File: src/rtl/mos_core_regs_if.sv
// mos_core_regs_if: bus between the control decoder / datapath and the
// MOSby register set. The sp_inc/sp_dec step requests exist only when
// MOS_REGS_SP_STEP_EN is defined.
interface mos_core_regs_if;
  logic       x_con;
  logic       y_con;
  logic       accumulator_con;
  logic       stack_pointer_con;
  logic       status_con;
  logic [7:0] data_in;
  logic [7:0] data_status;
`ifdef MOS_REGS_SP_STEP_EN
  logic       sp_inc;
  logic       sp_dec;
`endif
  logic [7:0] data_out_x;
  logic [7:0] data_out_y;
  logic [7:0] data_out_accumulator;
  logic [7:0] data_out_sp;
  logic [7:0] data_out_status;
  logic       phi1;
  logic       phi2;

  // Decoder/datapath side: drives strobes and data, observes registers.
  modport master (
    output x_con, y_con, accumulator_con, stack_pointer_con, status_con,
    output data_in, data_status,
`ifdef MOS_REGS_SP_STEP_EN
    output sp_inc, sp_dec,
`endif
    input  data_out_x, data_out_y, data_out_accumulator, data_out_sp,
    input  data_out_status, phi1, phi2
  );

  // Register-file side.
  modport slave (
    input  x_con, y_con, accumulator_con, stack_pointer_con, status_con,
    input  data_in, data_status,
`ifdef MOS_REGS_SP_STEP_EN
    input  sp_inc, sp_dec,
`endif
    output data_out_x, data_out_y, data_out_accumulator, data_out_sp,
    output data_out_status, phi1, phi2
  );
endinterface

File: src/rtl/mos_core_regs.sv
// mos_core_regs: X/Y/A/SP/P register set of the MOSby core with its own
// two-phase strobe generator. Registers commit only on phase-2 edges.
// Optional feature macro: MOS_REGS_SP_STEP_EN (adds SP increment/decrement).
module mos_core_regs (
  input  logic            clk,
  input  logic            rst,
  mos_core_regs_if.slave  bus
);

  localparam logic [7:0] SP_RST = 8'hFF;
  localparam logic [7:0] P_RST  = 8'h24;
  localparam logic [7:0] P_B5   = 8'h20;

  logic       r_phi1;
  logic       r_phi2;
  logic [7:0] r_x;
  logic [7:0] r_y;
  logic [7:0] r_a;
  logic [7:0] r_sp;
  logic [7:0] r_p;
  logic       w_wr;

  // The edge ending a phi2 cycle is the only write opportunity.
  assign w_wr = r_phi2;

  // Phase generator: both strobes are flops so they never overlap or glitch.
  always_ff @(posedge clk) begin
    if (!rst) begin
      r_phi1 <= 1'b1;
      r_phi2 <= 1'b0;
    end else begin
      r_phi1 <= r_phi2;
      r_phi2 <= r_phi1;
    end
  end

  // X, Y, A loads from the shared data bus.
  always_ff @(posedge clk) begin
    if (!rst) begin
      r_x <= 8'h00;
      r_y <= 8'h00;
      r_a <= 8'h00;
    end else if (w_wr) begin
      if (bus.x_con)           r_x <= bus.data_in;
      if (bus.y_con)           r_y <= bus.data_in;
      if (bus.accumulator_con) r_a <= bus.data_in;
    end
  end

  // Status register; bit 5 is not stored state and always reads 1.
  always_ff @(posedge clk) begin
    if (!rst)                       r_p <= P_RST;
    else if (w_wr && bus.status_con) r_p <= bus.data_status | P_B5;
  end

`ifdef MOS_REGS_SP_STEP_EN
  // Stack pointer: load beats stepping; inc and dec together cancel.
  always_ff @(posedge clk) begin
    if (!rst) begin
      r_sp <= SP_RST;
    end else if (w_wr) begin
      if (bus.stack_pointer_con)        r_sp <= bus.data_in;
      else if (bus.sp_inc && !bus.sp_dec) r_sp <= r_sp + 8'd1;
      else if (bus.sp_dec && !bus.sp_inc) r_sp <= r_sp - 8'd1;
    end
  end
`else
  // Stack pointer: changes only by load or reset.
  always_ff @(posedge clk) begin
    if (!rst)                              r_sp <= SP_RST;
    else if (w_wr && bus.stack_pointer_con) r_sp <= bus.data_in;
  end
`endif

  assign bus.data_out_x           = r_x;
  assign bus.data_out_y           = r_y;
  assign bus.data_out_accumulator = r_a;
  assign bus.data_out_sp          = r_sp;
  assign bus.data_out_status      = r_p;
  assign bus.phi1                 = r_phi1;
  assign bus.phi2                 = r_phi2;

endmodule

File: src/flat_wrapper.sv
// flat-port wrapper written by rule: the top's interface ports become plain ports
module mos_core_regs_flat 
  (clk, rst, bus_x_con, bus_y_con, bus_accumulator_con, bus_stack_pointer_con, bus_status_con, bus_data_in, bus_data_status, bus_data_out_x, bus_data_out_y, bus_data_out_accumulator, bus_data_out_sp, bus_data_out_status, bus_phi1, bus_phi2);
  mos_core_regs_if bus_i ();
  input  logic clk;
  input  logic rst;
  input wire logic [$bits(bus_i.x_con)-1:0] bus_x_con;
  input wire logic [$bits(bus_i.y_con)-1:0] bus_y_con;
  input wire logic [$bits(bus_i.accumulator_con)-1:0] bus_accumulator_con;
  input wire logic [$bits(bus_i.stack_pointer_con)-1:0] bus_stack_pointer_con;
  input wire logic [$bits(bus_i.status_con)-1:0] bus_status_con;
  input wire logic [$bits(bus_i.data_in)-1:0] bus_data_in;
  input wire logic [$bits(bus_i.data_status)-1:0] bus_data_status;
  output wire logic [$bits(bus_i.data_out_x)-1:0] bus_data_out_x;
  output wire logic [$bits(bus_i.data_out_y)-1:0] bus_data_out_y;
  output wire logic [$bits(bus_i.data_out_accumulator)-1:0] bus_data_out_accumulator;
  output wire logic [$bits(bus_i.data_out_sp)-1:0] bus_data_out_sp;
  output wire logic [$bits(bus_i.data_out_status)-1:0] bus_data_out_status;
  output wire logic [$bits(bus_i.phi1)-1:0] bus_phi1;
  output wire logic [$bits(bus_i.phi2)-1:0] bus_phi2;
  assign bus_i.x_con = bus_x_con;
  assign bus_i.y_con = bus_y_con;
  assign bus_i.accumulator_con = bus_accumulator_con;
  assign bus_i.stack_pointer_con = bus_stack_pointer_con;
  assign bus_i.status_con = bus_status_con;
  assign bus_i.data_in = bus_data_in;
  assign bus_i.data_status = bus_data_status;
  assign bus_data_out_x = bus_i.data_out_x;
  assign bus_data_out_y = bus_i.data_out_y;
  assign bus_data_out_accumulator = bus_i.data_out_accumulator;
  assign bus_data_out_sp = bus_i.data_out_sp;
  assign bus_data_out_status = bus_i.data_out_status;
  assign bus_phi1 = bus_i.phi1;
  assign bus_phi2 = bus_i.phi2;
  mos_core_regs u_core (.clk(clk), .rst(rst), .bus(bus_i));
endmodule
File: config.mk
export PLATFORM = sky130hd
export DESIGN_NAME = mos_core_regs_flat
export DESIGN_NICKNAME = d
export VERILOG_FILES = /design/src/rtl/mos_core_regs_if.sv /design/src/rtl/mos_core_regs.sv /design/src/flat_wrapper.sv
export SDC_FILE = /design/constraint.sdc
export NUM_CORES = 1
export LEC_CHECK = 0
export ABC_AREA = 1
export CAP_MARGIN = 10
export CORE_UTILIZATION = 45
export CTS_BUF_LIST = sky130_fd_sc_hd__clkbuf_4 sky130_fd_sc_hd__clkbuf_8 sky130_fd_sc_hd__clkbuf_16
export CTS_CLUSTER_DIAMETER = 40
export DETAILED_ROUTE_END_ITERATION = 6
export GPL_TIMING_DRIVEN = 0
export MAX_ROUTING_LAYER = met4
export PLACE_DENSITY = 0.83
export SETUP_SLACK_MARGIN = 0.02
export SYNTH_ARGS = -nofsm -noshare
export SYNTH_HDL_FRONTEND = slang
export SYNTH_SLANG_ARGS = --single-unit
File: constraint.sdc
create_clock -name clk -period 1.4 [get_ports clk]
set_input_delay 0.28 -clock clk [delete_from_list [all_inputs] [get_ports clk]]
set_output_delay 0.28 -clock clk [all_outputs]
set_load 0.02 [all_outputs]
### Word level (Yosys, flattened, before mapping)

Index checks and enable logic that the tools add are counted.

| storage, ports and cells | value |
|---|---|
| register bits after elaboration | 41 |
| bits of input ports | 23 |
| output and inout port bits | 42 |

| cells by class | value |
|---|---|
| reduce and logical (&&, ||, !) cells | 5 |

Operators with widths:

| cell | number |
|---|---|
| $reduce_and 2->1 | 3 |
| $logic_and 1x1->1 | 2 |

### Longest topological paths before layout

Gate-level depths: netlist of run 1.

| logic depth | value |
|---|---|
| word-level depth | 1 |
| gate-level depth with buffers | 5 |
| gate-level depth less buffers | 4 |

### Worst setup path after synthesis of run 1

Ideal clock, no wire load.

| timing path | value |
|---|---|
| path kind | register to register |
| start | register u_core.r_phi2 (netlist: u_core.bus.phi2) |
| end | register u_core.r_a[0] (netlist: u_core.bus.data_out_accumulator[0]) |
| data arrival time | 1.008 ns |
| data required time | 1.287 ns |
| slack | 0.279 ns |
| stages on the path, launching flop included | 5 |
| buffers on the path | 1 |
| clock period less this slack | 1.121 ns |
| cells stage by stage | dfxtp_1 -> nand2_1 -> buf_2 -> nor2_1 -> nor2_1 |

| between the ends | value |
|---|---|
| word-level cells in the longest chain between the ends | 1 |

Ends and longest elaborated chain:

| element | RTL line | RTL |
|---|---|---|
| from (decl) | mos_core_regs.sv:15 | `logic r_phi2;` |
| from (signal assigned) | mos_core_regs.sv:33 | `r_phi2 <= r_phi1;` |
| $reduce_and 2->1 (no line) | n/a |  |
| to (signal assigned) | mos_core_regs.sv:46 | `if (bus.accumulator_con) r_a <= bus.data_in;` |
| to (decl) | mos_core_regs.sv:18 | `logic [7:0] r_a;` |

Every way passes these cells.
A chain may end at the register's enable or synchronous reset.

### Worst setup path after layout of run 1

| timing path | value |
|---|---|
| start | register u_core.r_a[0] (netlist: u_core.bus.data_out_accumulator[0]) |
| end | output bus_data_out_accumulator[0] |

RTL lines:

| element | RTL line | RTL |
|---|---|---|
| to (decl) | flat_wrapper.sv:16 | `output wire logic [$bits(bus_i.data_out_accumulator)-1:0] bus_data_out_accumulator;` |

No word-level cell between the ends.

==> summary.txt, run 1 <==
Power and ir drop
  • Leakage power: between 1 and 1.5 nW
  • Pwr Density: 1100 nW/um^2
  • Power, Total: about 2.6 mW
  • Peak VDD IR: 0.000862 V

Cells and area
  • Non-Filler Instances: between 300 and 400
  • Final Cell Area: approximately 2300 um^2
  • Layout cells sized above 1: 0.0710
  • Fillers: slightly above 300
  • Final nets: roughly 330
  • Area Overhead vs Synth: 45.9%
  • # diodes: 0

Worst setup path
  • R2R cell count: 6
  • Crit end category: output port
  • CP max FO: 2
  • CP Launch Type: flop
  • Reg2reg start: u_core.bus.phi2
  • Worst Path Required: 1.12 ns
  • Worst-path cell with the longest stage delay: dfxtp_1
  • CP Depth: 1
  • CP cell instances: dlygate4sd2_1
  • CP peak stage delay: between 0.3 and 0.4 ns
  • Largest delay contributor family on the critical path: flip-flops
  • Worst setup path start: u_core.bus.data_out_accumulator[0]
  • Crit Path Class: reg2out
  • Buf/Inv on CP: 1
  • Critical path data arrival time: 1.08 ns

Global route
  • Initial antenna violation count: 0
  • Grt ovf: 0
  • Total Routing Usage GR: 0.241
  • Global-route wire length before repair: ~6.2 mm
  • Vias in the first global route: 1339
  • Largest net degree at the start of global routing: 15

Place
  • Placed insts: around 350
  • Area after DPL: roughly 2300 um^2
  • Input/output buffers: 60
  • DP HPWL: around 2.9 mm
  • Placement Setup Slack: -0.0307 ns
  • Placer congestion estimate: slightly below 0.8

Synth
  • Sequential fraction of the synthesis area: 0.512
  • Synth Instances: between 200 and 250
  • Syn_area_per_cell: 6.68 um^2
  • Synth top area share: 0.512
  • Syn Nets: 263
  • Synthesized cell area: between 1500 and 2000 um^2
  • Synth area leaders: dfxtp_1 (51%), nand2_1 (18%), nor2_1 (14%)
  • Distinct cells, synth: 9
  • Ys Warns: 0
  • Post-synth top area cell: dfxtp_1
  • Post-synthesis register bit count: 41

Floorplan
  • Die area: about 3800 um^2
  • IO Pins: 65
  • Die width: 61.7 um
  • Initial core utilization: 0.477
  • Rows: 21
  • Core Footprint: approximately 3400 um^2
  • Die height: around 62 um

Clock tree
  • Htree depth: 2
  • Clock Tree Root: clkbuf_4
  • Clock Sinks: 41
  • Clock transition at the registers of the reported paths: roughly 0.13 ns
  • Total CTS buffers: 5
  • Clock Latency Late Sink: about 0.36 ns
  • Clock tree from TritonCTS: done
  • Hold Buf Count CTS: 0
  • Clock buffer depth: 2

Drt
  • Final wirelength: roughly 4.1 mm
  • Drt first pass iters: 4
  • Met1 WL: 1.77 mm
  • Via count: approximately 1600
  • Number of DRC violations after detailed-routing iteration 0: 65
  • DR DRC count: 0
  • Max layer used: met4
  • Drt via density: between 4 and 5
  • Met3 WL post-DR: 378 um
  • Drt wl/cell: roughly 11 um
  • DRT antenna net count: 0
  • Met2 Routed Length: 1.88 mm

Worst hold path
  • Worst hold path depth: 3
  • Worst Hold Class: in2reg
  • Worst hold start: rst

Timing
  • Final hold vios: 0
  • Setup tns final: 0 ns
  • Clock Skew: approximately 0.0074 ns
  • Final Max Slew Viols: 0
  • RSZ-0062 raised after global routing: true
  • Final WS setup: ~0.037 ns
  • Achievable Freq: approximately 730 MHz
  • Final number of setup-violating endpoints: 0
  • Fin crit share: 0.973
  • Final Critical Period: around 1.4 ns

Run status
  • Status: completed

Run
  • Max Cap Viol: 0
==> cells by family (layout without fill, tap and decap cells) <==
family                 Yosys count  in the layout  synth area share
buffers and inverters           44            114             0.111
other                            1              1           0.00234
flip-flops                      41             41             0.512
AND/OR/NAND/NOR                154            154             0.375
==> synth_stat cells <==
cell type   n
buf_2       7
buf_4       1
clkbuf_1    4
conb_1      1
dfxtp_1    41
inv_1      32
nand2_1    76
nand3_1    18
nor2_1     60
==> power by group <==
group,leakage (nW),switching (mW),internal [mW]
sequential,0.338,0.0406,1.24
combinational,0.853,0.283,0.201
clock,0.0414,0.425,0.378
total,1.23,0.749,1.82
==> per-layer routing <==
layer  track usage  up-vias
met1         0.288      703
met2         0.361       60
met5             -        -
li1              -      837
met3        0.0777        6
met4         0.127        0
==> flip-flops by register name, summed over array words and instances, names as in the netlist <==
name	cells
u_core.bus.data_out_x	8
u_core.bus.data_out_sp	8
u_core.bus.phi1	1
u_core.bus.phi2	1
u_core.bus.data_out_status	7
u_core.bus.data_out_accumulator	8
u_core.bus.data_out_y	8
==> through the flow <==
step,hold slack [ns],utilization
after global routing,0.207,0.695
after global placement,0.422,0.672
final,0.179,0.695
after floorplan,0.415,-
after detailed placement,0.427,0.672
after CTS,0.170,0.684
==> worst paths after layout <==
check	end	slack, ns
max	bus_data_out_accumulator[0]	0.04
min	u_core.bus.data_out_accumulator[2]	0.18
max reg2reg	u_core.bus.data_out_accumulator[0]	0.18
min reg2reg	u_core.bus.phi2	0.44
==> layout by cell type (no fill, tap or decap) <==
cell and n:
nor2_1 60, clkdlybuf4s15_2 1, dfxtp_4 1, clkinvlp_4 1, clkinv_4 1, clkbuf_4 5, dfxtp_1 40, buf_2 7
clkbuf_1 4, nand3_1 18, clkdlybuf4s50_1 19, clkdlybuf4s15_1 25, clkbuf_2 2, conb_1 1, dlygate4sd2_1 13, buf_4 3
bufinv_16 1, nand2_1 76, inv_1 32
==> area by class of cell <==
class	count	area (um^2)	share of cell area
Sequential cell	41	825	0.353
Multi-Input combinational cell	155	604	0.258
Timing Repair Buffer	62	591	0.253
Inverter	32	120	0.0514
Buffer	12	57.6	0.0246
Tap cell	46	57.6	0.0246
Clock inverter	3	46.3	0.0198
Clock buffer	5	37.5	0.0161
==> repair_timing <==
action / CTS / global route
setup endpoints to repair: 41 / 28
buffers inserted: 0 / 2
gates resized for setup: 46 / 28
No activity file was read; power rests on OpenSTA's default activity.
==> run 2: changes to the inputs <==
--- a/config.mk
+++ b/config.mk
@@ -7,14 +7,17 @@
 export LEC_CHECK = 0
 export ABC_AREA = 1
 export CAP_MARGIN = 10
-export CORE_UTILIZATION = 45
+export CELL_PAD_IN_SITES_DETAIL_PLACEMENT = 0
+export CELL_PAD_IN_SITES_GLOBAL_PLACEMENT = 1
+export CORE_UTILIZATION = 28
 export CTS_BUF_LIST = sky130_fd_sc_hd__clkbuf_4 sky130_fd_sc_hd__clkbuf_8 sky130_fd_sc_hd__clkbuf_16
 export CTS_CLUSTER_DIAMETER = 40
 export DETAILED_ROUTE_END_ITERATION = 6
 export GPL_TIMING_DRIVEN = 0
 export MAX_ROUTING_LAYER = met4
-export PLACE_DENSITY = 0.83
+export PLACE_DENSITY_LB_ADDON = 0.1
 export SETUP_SLACK_MARGIN = 0.02
+export SLEW_MARGIN = 20
 export SYNTH_ARGS = -nofsm -noshare
 export SYNTH_HDL_FRONTEND = slang
 export SYNTH_SLANG_ARGS = --single-unit
==> constraint.sdc (replaced) <==
create_clock -name clk -period 1.37 [get_ports clk]
set_input_delay 0.274 -clock clk [delete_from_list [all_inputs] [get_ports clk]]
set_output_delay 0.274 -clock clk [all_outputs]
set_load 0.02 [all_outputs]
==> summary.txt, run 2 (synthesis results as in run 1) <==
Cells and area
  • Fillers: 621 (+100%)
  • Area of the multi-input gates: 604 um^2 (unchanged)
  • Final Cell Area: 2330 um^2 (-0.32%)
  • Area Overhead vs Synth: 45.4%
  • Layout cells sized above 1: 0.0552 (-0.0158)
  • Final nets: 330 (-0.60%)
  • Non-Filler Instances: 380 (+6.7%)
  • # diodes: 0 (unchanged)
  • Util after Layout: 0.423 (-0.272)
  • Most frequent cells in the layout: nand2_1 (76), nor2_1 (60), dlygate4sd2_1 (40), dfxtp_1 (40), inv_1 (32)
  • FF+latch area: 822 um^2 (-0.30%)
  • Commonest non-fill, non-tap cell in the layout: nand2_1

Drt
  • Met1 WL: 2.01 mm (+14%)
  • Met3 WL post-DR: 273 um (-28%)
  • Drt wl/cell: 10.8 um (-5.7%)
  • Max layer used: met4
  • Number of DRC violations after detailed-routing iteration 0: 46 (-29%)
  • Drt first pass iters: 4 (unchanged)
  • Met2 Routed Length: 1.76 mm (-6.5%)
  • Drt via density: 4.07 (-9.8%)
  • Final wirelength: 4.10 mm (+0.69%)
  • DR DRC count: 0 (unchanged)
  • DRT antenna net count: 0 (unchanged)
  • Via count: 1546 (-3.7%)

Power and ir drop
  • Power, Total: 2.58 mW (+0.38%)
  • Pwr Density: 1110 nW/um^2 (+0.70%)
  • Peak VDD IR: 0.000507 V (-41%)
  • Leakage power: 1.28 nW (+3.5%)

Place
  • Placer congestion estimate: 0.676 (-14%)
  • Area after DPL: 2290 um^2 (+1.4%)
  • Input/output buffers: 60 (unchanged)
  • DP HPWL: 2.99 mm (+4.7%)
  • Placement Setup Slack: -0.104 ns (-0.0732 ns)
  • Placed insts: 372 (+7.5%)

Clock tree
  • Clock Tree Root: clkbuf_8
  • Post-CTS setup buffers: 0 (unchanged)
  • Total CTS buffers: 5 (unchanged)
  • Clock Latency Late Sink: 0.29 ns (-0.07 ns)
  • Clock buffer depth: 2 (unchanged)
  • Clock transition at the registers of the reported paths: 0.08 ns (-0.05 ns)
  • Htree depth: 2 (unchanged)
  • Clock tree from TritonCTS: done
  • Clock Sinks: 41 (unchanged)
  • Hold Buf Count CTS: 0 (unchanged)

Global route
  • Initial antenna violation count: 0 (unchanged)
  • Largest net degree at the start of global routing: 13 (-2)
  • Vias in the first global route: 1390 (+3.8%)
  • Grt ovf: 0 (unchanged)
  • Total Routing Usage GR: 0.149 (-0.0928)
  • Global-route wire length before repair: 6.58 mm (+6.2%)

Timing
  • Final WS setup: 0.0866 ns (+0.0493 ns)
  • Final Critical Period: roughly 1.3 ns
  • Fin crit share: 0.937
  • Final number of setup-violating endpoints: 0 (unchanged)
  • Final hold vios: 0 (unchanged)
  • Final Max Slew Viols: 0 (unchanged)
  • Achievable Freq: around 780 MHz
  • RSZ-0062 raised after global routing: false
  • Clock Skew: 0.00418 ns (-0.00321 ns)

Worst hold path
  • Worst Hold Class: in2reg
  • Worst hold start: rst
  • Worst hold path depth: 3 (unchanged)
  • Hold EP: u_core.bus.data_out_accumulator[2]

Floorplan
  • Die width: 77.7 um (+26%)
  • Rows: 27 (+29%)
  • Die height: 77.7 um (+26%)
  • Initial core utilization: 0.291 (-0.185)
  • Die area: 6030 um^2 (+59%)
  • Core Footprint: 5510 um^2 (+64%)
  • IO Pins: 65 (unchanged)

Worst setup path
  • R2R cell count: 5 (-1)
  • R2r endpoint: u_core.bus.data_out_y[5]
  • Worst Path Required: 1.10 ns (-0.02 ns)
  • Reg2reg start: u_core.bus.phi2
  • Crit Path Class: reg2out
  • Crit end category: output port
  • CP peak stage delay: 0.40 ns (+0.02 ns)
  • Critical path data arrival time: 1.01 ns (-0.07 ns)
  • CP max FO: 7 (+5)
  • CP Launch Type: flop
  • Worst-path cell with the longest stage delay: dfxtp_2
  • Buf/Inv on CP: 1 (unchanged)
  • CP cell instances: clkdlybuf4s15_1
  • Flop-to-flop setup slack: 0.23 ns (+0.05 ns)
  • Largest delay contributor family on the critical path: flip-flops

Run status
  • Status: completed

Run
  • Max Cap Viol: 0 (unchanged)
run 2: cell types whose count changed in the layout (fill, tap and decap cells not counted), moves of 2 or more:
cell / change
clkdlybuf4s15_1: -24
clkinv_2: +2
buf_4: -2
clkbuf_8: +5
dlygate4sd2_1: +27
clkbuf_2: -2
clkbuf_4: -4
run 2: worst max-delay path by stage:
stage,from,end,slack (ns),cells after the start
floorplan,u_core.bus.phi2,u_core.bus.data_out_accumulator[0],0.25,4
global placement,bus_accumulator_con,u_core.bus.data_out_accumulator[4],-0.1,5
detailed placement,bus_y_con,u_core.bus.data_out_y[5],-0.10,6
CTS,u_core.bus.phi2,bus_phi2,0.03,1
global route,u_core.bus.phi2,bus_phi2,0.02,1
finish,u_core.bus.phi2,bus_phi2,0.09,1
run 2: area by class of cell:
cell class,instances,area share
Timing Repair Buffer,60,0.236
Tap cell,72,0.0386
Inverter,32,0.0515
Clock buffer,6,0.0327
Sequential cell,41,0.353
Multi-Input combinational cell,155,0.259
Clock inverter,2,0.00429
Buffer,12,0.0247
run 2: power by group:
group	total (mW)	internal, mW	switching (mW)
Combinational	0.473	0.191	0.282
Sequential	1.31	1.27	0.0377
Clock	0.800	0.374	0.426
run 2: metrics by stage:
stage | TNS, ns | hold WS (ns)
2_1_floorplan | 0 | 0.409
3_3_place_gp | -1.66 | 0.424
3_5_place_dp | -1.56 | 0.431
4_1_cts | 0 | 0.246
5_1_grt | 0 | 0.283
6_report | 0 | 0.264
run 2: worst register-to-register path, stage by stage, from the launching register on:
cell and delay, ns:
dfxtp_2 0.36, nand2_1 0.23, buf_2 0.28, nand2_1 0.08
nand2_1 0.06, nor2_1 0.04
run 2: timing repair:
action	4_1_cts	5_1_grt
resized for setup	42	1
hold endpoints to repair	0	0
pin swaps	0	0
setup endpoints to repair	41	1
run 2: per-layer routing:
| metal | track usage | vias up |
|---|---|---|
| li1 | - | 828 |
| met1 | 0.188 | 663 |
| met2 | 0.224 | 49 |
| met3 | 0.0447 | 6 |
| met4 | 0.0509 | 0 |
| met5 | - | - |
==> run 3: changes to the inputs <==
--- a/config.mk
+++ b/config.mk
@@ -12,10 +12,12 @@
 export CORE_UTILIZATION = 28
 export CTS_BUF_LIST = sky130_fd_sc_hd__clkbuf_4 sky130_fd_sc_hd__clkbuf_8 sky130_fd_sc_hd__clkbuf_16
 export CTS_CLUSTER_DIAMETER = 40
+export CTS_CLUSTER_SIZE = 12
 export DETAILED_ROUTE_END_ITERATION = 6
 export GPL_TIMING_DRIVEN = 0
 export MAX_ROUTING_LAYER = met4
 export PLACE_DENSITY_LB_ADDON = 0.1
+export REMOVE_ABC_BUFFERS = 1
 export SETUP_SLACK_MARGIN = 0.02
 export SLEW_MARGIN = 20
 export SYNTH_ARGS = -nofsm -noshare
==> summary.txt, run 3 (synthesis results as in run 1) <==
Run status
  • Status: completed

Timing
  • Final hold vios: 0 (unchanged)
  • Fin crit share: 0.934 (-0.00235)
  • Final Max Slew Viols: 0 (unchanged)
  • Achievable Freq: 781 MHz (+0.25%)
  • RSZ-0062 raised after global routing: false
  • Worst-Margin Slew: roughly 0.57 ns
  • Setup tns final: 0 ns (unchanged)
  • Final Critical Period: 1.28 ns (-0.00323 ns)
  • Final WS setup: 0.0899 ns (+0.00323 ns)
  • Clock Skew: 0.000981 ns (-0.00320 ns)
  • Headroom to the max-slew limit: 0.622
  • Final number of setup-violating endpoints: 0 (unchanged)

Worst setup path
  • CP cell instances: clkdlybuf4s15_2
  • CP Launch Type: flop
  • Crit end category: output port
  • CP max FO: 12 (+5)
  • Critical Path End: bus_phi2
  • Reg2reg start: u_core.bus.phi2
  • Critical path data arrival time: 1.01 ns (about the same)
  • Worst-path cell with the longest stage delay: dfxtp_4
  • CP Depth: 1 (unchanged)
  • Worst setup path start: u_core.bus.phi2
  • R2R cell count: 4 (-1)
  • Worst Path Required: 1.10 ns (about the same)
  • CP peak stage delay: 0.43 ns (+0.03 ns)
  • Buf/Inv on CP: 1 (unchanged)
  • R2r endpoint: u_core.bus.data_out_y[2]
  • Largest delay contributor family on the critical path: flip-flops
  • Flop-to-flop setup slack: 0.20 ns (-0.03 ns)
  • Crit Path Class: reg2out

Floorplan
  • Die width: 77.7 um (unchanged)
  • Die height: 77.7 um (unchanged)
  • IO Pins: 65 (unchanged)
  • Rows: 27 (unchanged)
  • Initial core utilization: 0.291 (unchanged)
  • Die area: 6030 um^2 (unchanged)
  • Core Footprint: 5510 um^2 (unchanged)

Clock tree
  • Clock Tree Root: clkbuf_8
  • Clock buffer depth: 2 (unchanged)
  • Clock tree from TritonCTS: done
  • Total CTS buffers: 5 (unchanged)
  • Htree depth: 2 (unchanged)
  • Clock transition at the registers of the reported paths: 0.08 ns (about the same)
  • Clock Sinks: 41 (unchanged)
  • Clock Latency Late Sink: 0.29 ns (about the same)

Drt
  • Via count: 1516 (-1.9%)
  • Drt wl/cell: 10.6 um (-1.4%)
  • Drt via density: 4.05 (-0.37%)
  • DRT antenna net count: 0 (unchanged)
  • Number of DRC violations after detailed-routing iteration 0: 69 (+50%)
  • DR DRC count: 0 (unchanged)
  • Final wirelength: 3.98 mm (-2.9%)
  • Drt first pass iters: 4 (unchanged)

Global route
  • Initial antenna violation count: 0 (unchanged)
  • Global-route wire length before repair: 6.67 mm (+1.4%)
  • Grt ovf: 0 (unchanged)
  • Total Routing Usage GR: 0.149 (+0.000410)
  • Vias in the first global route: 1374 (-1.2%)
  • Largest net degree at the start of global routing: 22 (+9)

Cells and area
  • Area Overhead vs Synth: 47.5%
  • # diodes: 0 (unchanged)
  • Non-Filler Instances: 374 (-1.6%)
  • Fillers: 617 (-0.64%)
  • Commonest non-fill, non-tap cell in the layout: nand2_1
  • Final nets: 324 (-1.8%)
  • Layout cells sized above 1: 0.0563 (+0.00110)
  • Most frequent cells in the layout: nand2_1 (74), nor2_1 (60), dlygate4sd2_1 (40), dfxtp_1 (40), inv_1 (32)

Power and ir drop
  • Peak VDD IR: 0.000392 V (-23%)
  • Pwr Density: 1120 nW/um^2 (+1.3%)
  • Leakage power: 1.29 nW (+1.5%)

Worst hold path
  • Worst Hold Class: in2reg

Place
  • Input/output buffers: 62 (+3.3%)
  • Placement Setup Slack: -0.378 ns (-0.274 ns)
  • Placed insts: 363 (-2.4%)
  • DP HPWL: 2.62 mm (-12%)
  • Placer congestion estimate: 0.743 (+9.9%)

Run
  • Max Cap Viol: 0 (unchanged)
run 3: cell count changes in the layout (fill, tap and decap cells not counted), moves of 2 or more:
| cell | delta |
|---|---|
| nand2_1 | -2 |
| nand2_2 | +2 |
| clkbuf_8 | +2 |
| clkbuf_1 | -4 |
| buf_2 | -6 |
| buf_4 | +2 |
run 3: per-stage QoR:
step           hold slack, ns  instance area [um^2]  utilization  total power, mW
6_report                0.384                  2360        0.429             2.65
5_1_grt                 0.426                  2360        0.429             2.81
4_1_cts                 0.375                  2330        0.424             2.69
3_5_place_dp            0.427                  2280        0.414             1.87
3_3_place_gp            0.422                  2260        0.410             1.86
2_1_floorplan           0.344                  1550            -             1.58
run 3: layout make-up:
| class | count | area [um^2] | share of cell area |
|---|---|---|---|
| Inverter | 32 | 120 | 0.0508 |
| Timing Repair Buffer | 66 | 619 | 0.262 |
| Clock buffer | 7 | 96.3 | 0.0407 |
| Sequential cell | 41 | 825 | 0.349 |
| Tap cell | 72 | 90.1 | 0.0381 |
| Multi-Input combinational cell | 155 | 609 | 0.258 |
| Clock inverter | 1 | 5.00 | 0.00212 |
run 3: power breakdown:
part	leakage (nW)	switching, mW	internal [mW]	total [mW]
registers	0.338	0.0394	1.27	1.31
clock network	0.0542	0.407	0.455	0.862
logic	0.903	0.282	0.200	0.481
total	1.29	0.728	1.92	2.65
run 3: metal layers:
metal | GRT usage | part of all wire
met5 | - | 0
met2 | 0.208 | 0.40
met3 | 0.0400 | 0.061
met1 | 0.201 | 0.52
met4 | 0.0623 | 0.015
run 3: worst min-delay path by stage:
stage               startpoint                         to  slack (ns)  cells past startpoint
2_1_floorplan              rst            u_core.bus.phi1        0.34                      1
4_1_cts                    rst            u_core.bus.phi1        0.38                      2
6_report                   rst            u_core.bus.phi1        0.38                      2
3_5_place_dp   u_core.bus.phi1            u_core.bus.phi2        0.43                      2
3_3_place_gp   u_core.bus.phi1            u_core.bus.phi2        0.42                      2
5_1_grt                    rst  u_core.bus.data_out_sp[7]        0.43                      2
run 3: what timing repair did:
action,CTS,global route
setup buffers,0,3
gates resized for setup,45,3
hold buffers,0,0
cloned,0,0
endpoints found under the setup margin,80,31
